### src/rtl/ex_muladd.sv
// ex_muladd: multi-cycle MULT/MULTU/MADD/MADDU(/MSUB/MSUBU) unit for the EX stage.
// Define EX_MULADD_MSUB_EN to build the MSUB/MSUBU subtract-accumulate path.
module ex_muladd (
  input  logic        clk,
  input  logic        reset_n,
  input  logic        flush,
  input  logic        ex_stall,
  input  logic        op_valid,
  input  logic [2:0]  op,
  input  logic [31:0] reg1,
  input  logic [31:0] reg2,
  input  logic [31:0] hi_in,
  input  logic [31:0] lo_in,
  output logic        stallreq,
  output logic        busy,
  output logic        whilo,
  output logic [31:0] hi,
  output logic [31:0] lo
);
  typedef enum logic [1:0] {IDLE, MUL, ACC, DONE} state_e;
  state_e      state_q, state_d;
  logic [63:0] prod_q, prod_d, acc_q, acc_d, res_q, res_d;
  logic [63:0] opa, opb, sum;
  logic        mac_q, mac_d, whilo_q, whilo_d, op_ok, accept;
`ifdef EX_MULADD_MSUB_EN
  logic        sub_q, sub_d;
  assign op_ok = op <= 3'd5;
  assign sum   = sub_q ? acc_q - prod_q : acc_q + prod_q;
  always_ff @(posedge clk or negedge reset_n)
    if (!reset_n) sub_q <= 1'b0;
    else          sub_q <= sub_d;
  always_comb sub_d = accept ? op[2] : sub_q;
`else
  assign op_ok = !op[2];
  assign sum   = acc_q + prod_q;
`endif
  // Even ops are signed: sign-extend both operands so one 64-bit multiply serves both.
  assign opa      = {{32{~op[0] & reg1[31]}}, reg1};
  assign opb      = {{32{~op[0] & reg2[31]}}, reg2};
  assign accept   = (state_q == IDLE) && op_valid && op_ok && !flush;
  assign stallreq = accept || (state_q == MUL) || (state_q == ACC);
  assign busy     = state_q != IDLE;
  assign whilo    = whilo_q;
  assign hi       = res_q[63:32];
  assign lo       = res_q[31:0];
  always_comb begin
    state_d = state_q;
    prod_d  = prod_q;
    acc_d   = acc_q;
    mac_d   = mac_q;
    res_d   = '0;
    whilo_d = 1'b0;
    case (state_q)
      IDLE: if (accept) begin
        prod_d  = opa * opb;
        acc_d   = {hi_in, lo_in};
        mac_d   = op[1] | op[2];
        state_d = MUL;
      end
      MUL: if (mac_q) state_d = ACC;
      else begin
        state_d = DONE;
        res_d   = prod_q;
        whilo_d = 1'b1;
      end
      ACC: begin
        state_d = DONE;
        res_d   = sum;
        whilo_d = 1'b1;
      end
      DONE: if (ex_stall) begin
        res_d   = res_q;
        whilo_d = 1'b1;
      end else state_d = IDLE;
      default: state_d = IDLE;
    endcase
    if (flush) begin
      state_d = IDLE;
      res_d   = '0;
      whilo_d = 1'b0;
    end
  end
  always_ff @(posedge clk or negedge reset_n)
    if (!reset_n) begin
      state_q <= IDLE;
      prod_q  <= '0;
      acc_q   <= '0;
      res_q   <= '0;
      mac_q   <= 1'b0;
      whilo_q <= 1'b0;
    end else begin
      state_q <= state_d;
      prod_q  <= prod_d;
      acc_q   <= acc_d;
      res_q   <= res_d;
      mac_q   <= mac_d;
      whilo_q <= whilo_d;
    end
endmodule
### config.mk
export PLATFORM = sky130hd
export DESIGN_NAME = ex_muladd
export DESIGN_NICKNAME = d
export VERILOG_FILES = /design/src/rtl/ex_muladd.sv
export SDC_FILE = /design/constraint.sdc
export NUM_CORES = 2
export LEC_CHECK = 0
export CAP_MARGIN = 20
export CORE_UTILIZATION = 30
export CTS_BUF_LIST = sky130_fd_sc_hd__clkbuf_4 sky130_fd_sc_hd__clkbuf_8
export CTS_CLUSTER_DIAMETER = 200
export DETAILED_ROUTE_END_ITERATION = 8
export PLACE_DENSITY = 0.54
export SETUP_SLACK_MARGIN = 0.3
export SYNTH_ARGS = -nofsm -noshare
export SYNTH_HDL_FRONTEND = slang
export SYNTH_SLANG_ARGS = --single-unit
### constraint.sdc
create_clock -name clk -period 5.1 [get_ports clk]
set_input_delay 1.275 -clock clk [delete_from_list [all_inputs] [get_ports clk]]
set_output_delay 1.275 -clock clk [all_outputs]
set_load 0.05 [all_outputs]
; ---- Word level (Yosys, flattened, before mapping)
; Cells that the tools add are included.
; W data, S select, Z words.
[word_totals]
ff_bits = 196
input_bits = 136
out_inout_bits = 67
word_cells = 41
[op_classes]
n_addsub = 1
multipliers = 1
eq_ne = 5
muxes = 13
n_bitwise = 4
reduce_logical = 11
[ops]
columns = operator, n
row1 = $mux W64, 3
row2 = $pmux W64 S3, 1
row3 = $add A64 B64 Y64, 1
row4 = $mul A33 B33 Y64, 1
row5 = $pmux W2 S4, 1
row6 = $mux W2, 3
row7 = $ne A3 B3 Y1 const B, 2
row8 = $eq A2 B2 Y1 const B, 2
row9 = $mux W1, 4
row10 = $reduce_and A2 Y1, 2
row11 = $logic_and A1 B1 Y1, 3
row12 = $pmux W1 S3, 1
row13 = $and A1 B1 Y1, 2
row14 = $eq A2 B1 Y1 const B, 1
row15 = $logic_not A1 Y1, 2
row16 = $logic_not A2 Y1, 1
row17 = $logic_or A1 B1 Y1, 2
row18 = $reduce_bool A2 Y1, 1
row19 = $not A1 Y1, 1
row20 = $or A1 B1 Y1, 1

; ---- Longest topological paths before layout
[depth]
ltp_word = 7
depth_mapped = 30
ltp_nobuf = 28

; ---- Worst setup path before layout
; Ideal clock, no wire load.
[synth_timing]
path_kind = in2reg
start = input port reg1[31]
end = register prod_q[63]
setup_time_ns = 0.134
t_arrival_ns = 8.635
required_ns = 4.966
setup_slack_ns = -3.669
path_stages = 28
path_buffers = 2
path_cell_list = nor2b_1 > clkbuf_1 > nand2_1 > inv_1 > fa_1 > inv_1 > fa_1 > inv_1 > fa_1 > fa_1 > fa_1 > fa_1 > inv_1 > fa_1 > fa_1 > inv_1 > ha_1 > clkbuf_1 > inv_1 > or4b_2 > nor2_1 > nand4_1 > a31oi_1 > nor3_1 > o31ai_1 > a21oi_1 > xnor2_1 > o21ai_0
[synth_via]
elab_chain_len = 2
[synth_lines]
columns = element, line_no
row1 = from (decl), 10  ; input logic [31:0] reg1,
row2 = $and A1 B1 Y1, 38  ; assign opa = {{32{~op[0] & reg1[31]}}, reg1};
row3 = $mul A33 B33 Y64 (*), 55  ; prod_d = opa * opb;
row4 = to (signal assigned), 93  ; prod_q <= prod_d;
row5 = to (decl), 22  ; logic [63:0] prod_q, prod_d, acc_q, acc_d, res_q, res_d;
; Every way passes the cells marked *; elsewhere a longest branch is shown, timed or not.
; A chain may end at the register's enable or synchronous reset.

; ---- Worst setup path in the final report
; Ends and elaborated chain as after synthesis.

==> impl_metrics.tcl <==
set metrics [dict create \
    slew_viol_final 0 \
    final_area_sq_um 63300 \
    path_max_fanout 8 \
    vias 39100 \
    synthAdderAreaFrac_pct 53.1 \
    fp.dieH_um 406 \
    skew_ns 0.0235 \
    synth_top_flop_cell "dfrtp_1" \
    clock_latency_ns 0.54 \
    drtAntennaViolNets 0 \
    cts_tree "done" \
    end_kind "register" \
    antenna_found_initial 13 \
    portBuffers 202 \
    nets 7656 \
    fin_util_pct 38.9 \
    synth.most_common_cell "fa_1" \
    gp_routability_congestion 0.883 \
    critPathLaunchType "input port" \
    via_per_inst 4.71 \
    netlist_area_sq_um 49100 \
    crit_type "in -> reg" \
    tightest_slew_ns 0.936 \
    synthTopCellsByCount "1126 x fa_1, 1122 x inv_1, 1064 x nand2_1" \
    htree_levels 4 \
    critPathSlowestCell "fa_2" \
    fmax_mhz 123 \
    period_share_pct 160 \
    fillCellCount 16300 \
    dr.first_iter.drc_count 2476 \
    synth_edf_count 0 \
    track_usage_pct 20.0 \
    syn-instance-count 5466 \
    synth_top_family_by_area "adder cells" \
    yosys.area_share.simple_pct 16.0 \
    dp.cells 8077 \
    violations "setup timing" \
    crit_required_ns 5.50 \
    async_flop_share_pct 100 \
    synth_xor_area_share_pct 2.25 \
    hold_path_class "reg -> reg" \
    yosysWarnings 0 \
    avgSynthCellArea_sq_um 8.98 \
    rsz0062_at_grt "true" \
    period_minus_slack_ns 8.14 \
    routedWlPerCell_um 19.6 \
    cp_common_cell "fa_1" \
    synth.area.top_cells "fa_1 46%, dfrtp_1 10%, inv_1 8.6%" \
    ios 203 \
    synth-compound-area-share_pct 7.85 \
    clock-sinks 196 \
    grt-ovfl-total 0 \
    synth_top_area_share_pct 45.9 \
    area_growth_pct 28.9 \
    clkTransAtPathRegs_ns 0.12 \
    cts_made_buffers 17 \
    fin_cells 8308 \
    maxCapViolCount 0 \
    placed_area_sq_um 58400 \
    syn_nets 7007 \
    core_area_sq_um 163000 \
    clockBufferDepth 2 \
    ys_seq_area_share_pct 10.0 \
    rows 148 \
    dp.final_hpwl_um 127000 \
    synthMuxAreaShare_pct 0.0408 \
    max-slew-margin-rel_pct 37.6 \
    grt_pass1_vias 42300 \
    hold_viol 0 \
    die_w_um 406 \
    drive_gt1_share_pct 21.0 \
    cp.arrival_ns 8.54 \
    dieArea_sq_um 165000 \
    grt_max_degree 100 \
    status "finished with violations" \
    fin_ws_ns -3.04 \
    synth_top_cell_by_area "fa_1" \
    worst_path_largest_cell_delay_ns 0.60 \
    setup_viol 55 \
    wirelength_um 163000 \
    ys_types 76 \
    cts_root_buf "clkbuf_8" \
    synth-seq-cells 196 \
    start_util_pct 30.2 \
    drtPass1Iterations 6 \
    drc_errors 0 \
    grt_pass1_wl_um 254000 \
    tns_ns -128.54 \
]
critical path, delay by kind of cell:
family / cells / cell delay (ns)
and+or+nand+nor: 7 / 1.30
AOI/OAI and AO/OA: 4 / 0.64
xor gates and xnor gates: 1 / 0.17
buffers and inverters: 8 / 0.80
adders and majority gates: 9 / 4.34
final cells by class:
cell class                      instances  area, sq um  share of cell area, %
Multi-Input combinational cell       3857        41000                   64.9
Timing Repair Buffer                  921         9950                   15.7
Sequential cell                       196         4900                   7.75
Inverter                             1122         4220                   6.67
Tap cell                             2175         2720                   4.30
Clock buffer                           17          234                  0.370
Clock inverter                         15          193                  0.305
Antenna cell                            5         12.5                 0.0198
kinds of logic (layout without fill, tap and decap cells):
family | after synthesis | count (layout)
AND/OR/NAND/NOR | 1717 | 1717
XOR/XNOR | 126 | 126
buffers and inverters | 1413 | 2075
flip-flops | 196 | 196
AO/OA/AOI/OAI | 607 | 607
multiplexers | 2 | 2
other | 0 | 5
adder cells (fa/ha/maj) | 1405 | 1405
stage by stage:
stage | hold slack [ns] | worst slack (ns)
2_1_floorplan | 0.450 | -3.28
3_3_place_gp | 0.468 | -4.07
3_5_place_dp | 0.479 | -4.09
4_1_cts | 0.508 | -2.92
5_1_grt | 0.530 | -3.26
6_report | 0.499 | -3.04
state kept, by name (all words and copies together) (netlist names):
name     count
res_q       64
prod_q      64
acc_q       64
whilo        1
state_q      2
mac_q        1
repair_timing:
action	4_1_cts	5_1_grt
gates cloned	34	2
gates resized for setup	606	249
hold buffers	0	0
pin swaps	209	194
setup buffers	113	45
endpoints found under the setup margin	58	57
cell usage in the layout, fill, tap and decap left out, types with 20 or more instances in the layout:
master / count
nor3_1: 22
buf_6: 92
a21oi_2: 24
a21o_1: 64
o21ai_0: 121
and2_4: 54
dfrtp_1: 196
fa_2: 85
buf_4: 490
a22oi_1: 61
bufbuf_16: 20
and2_1: 334
xor2_1: 43
fa_1: 1041
ha_1: 216
nor2_1: 71
ha_4: 60
nand3_1: 29
buf_12: 112
o21bai_1: 24
inv_1: 1037
inv_2: 83
nand4_1: 27
clkdlybuf4s50_1: 135
nand2_2: 27
nand2_1: 1027
a21oi_1: 110
o21ai_1: 53
xnor2_1: 65
per-layer routing:
metal  GRT usage [%]  wire length, um  vias to the layer above
met5               0               91                        -
met4            4.61             4420                       16
met3            2.01             8880                      197
met2            32.9            75400                     1114
met1            28.4            73900                    20100
li1                -                -                    17700
final timing paths:
| check | start | end | slack (ns) | cells after the start |
|---|---|---|---|---|
| max | reg1[31] | prod_q[63] | -3.04 | 29 |
| min | res_q[9] | res_q[9] | 0.50 | 2 |
| max reg2reg | prod_q[27] | res_q[60] | 1.03 | 12 |
| min reg2reg | res_q[9] | res_q[9] | 0.50 | 2 |
| max in group asynchronous | reset_n | res_q[58] | 3.39 | 2 |
| min in group asynchronous | reset_n | acc_q[7] | 0.67 | 1 |
Power is left out: the tool's default activity adds up to more than one toggle a clock period on the data nets, which glitch-free logic cannot reach.
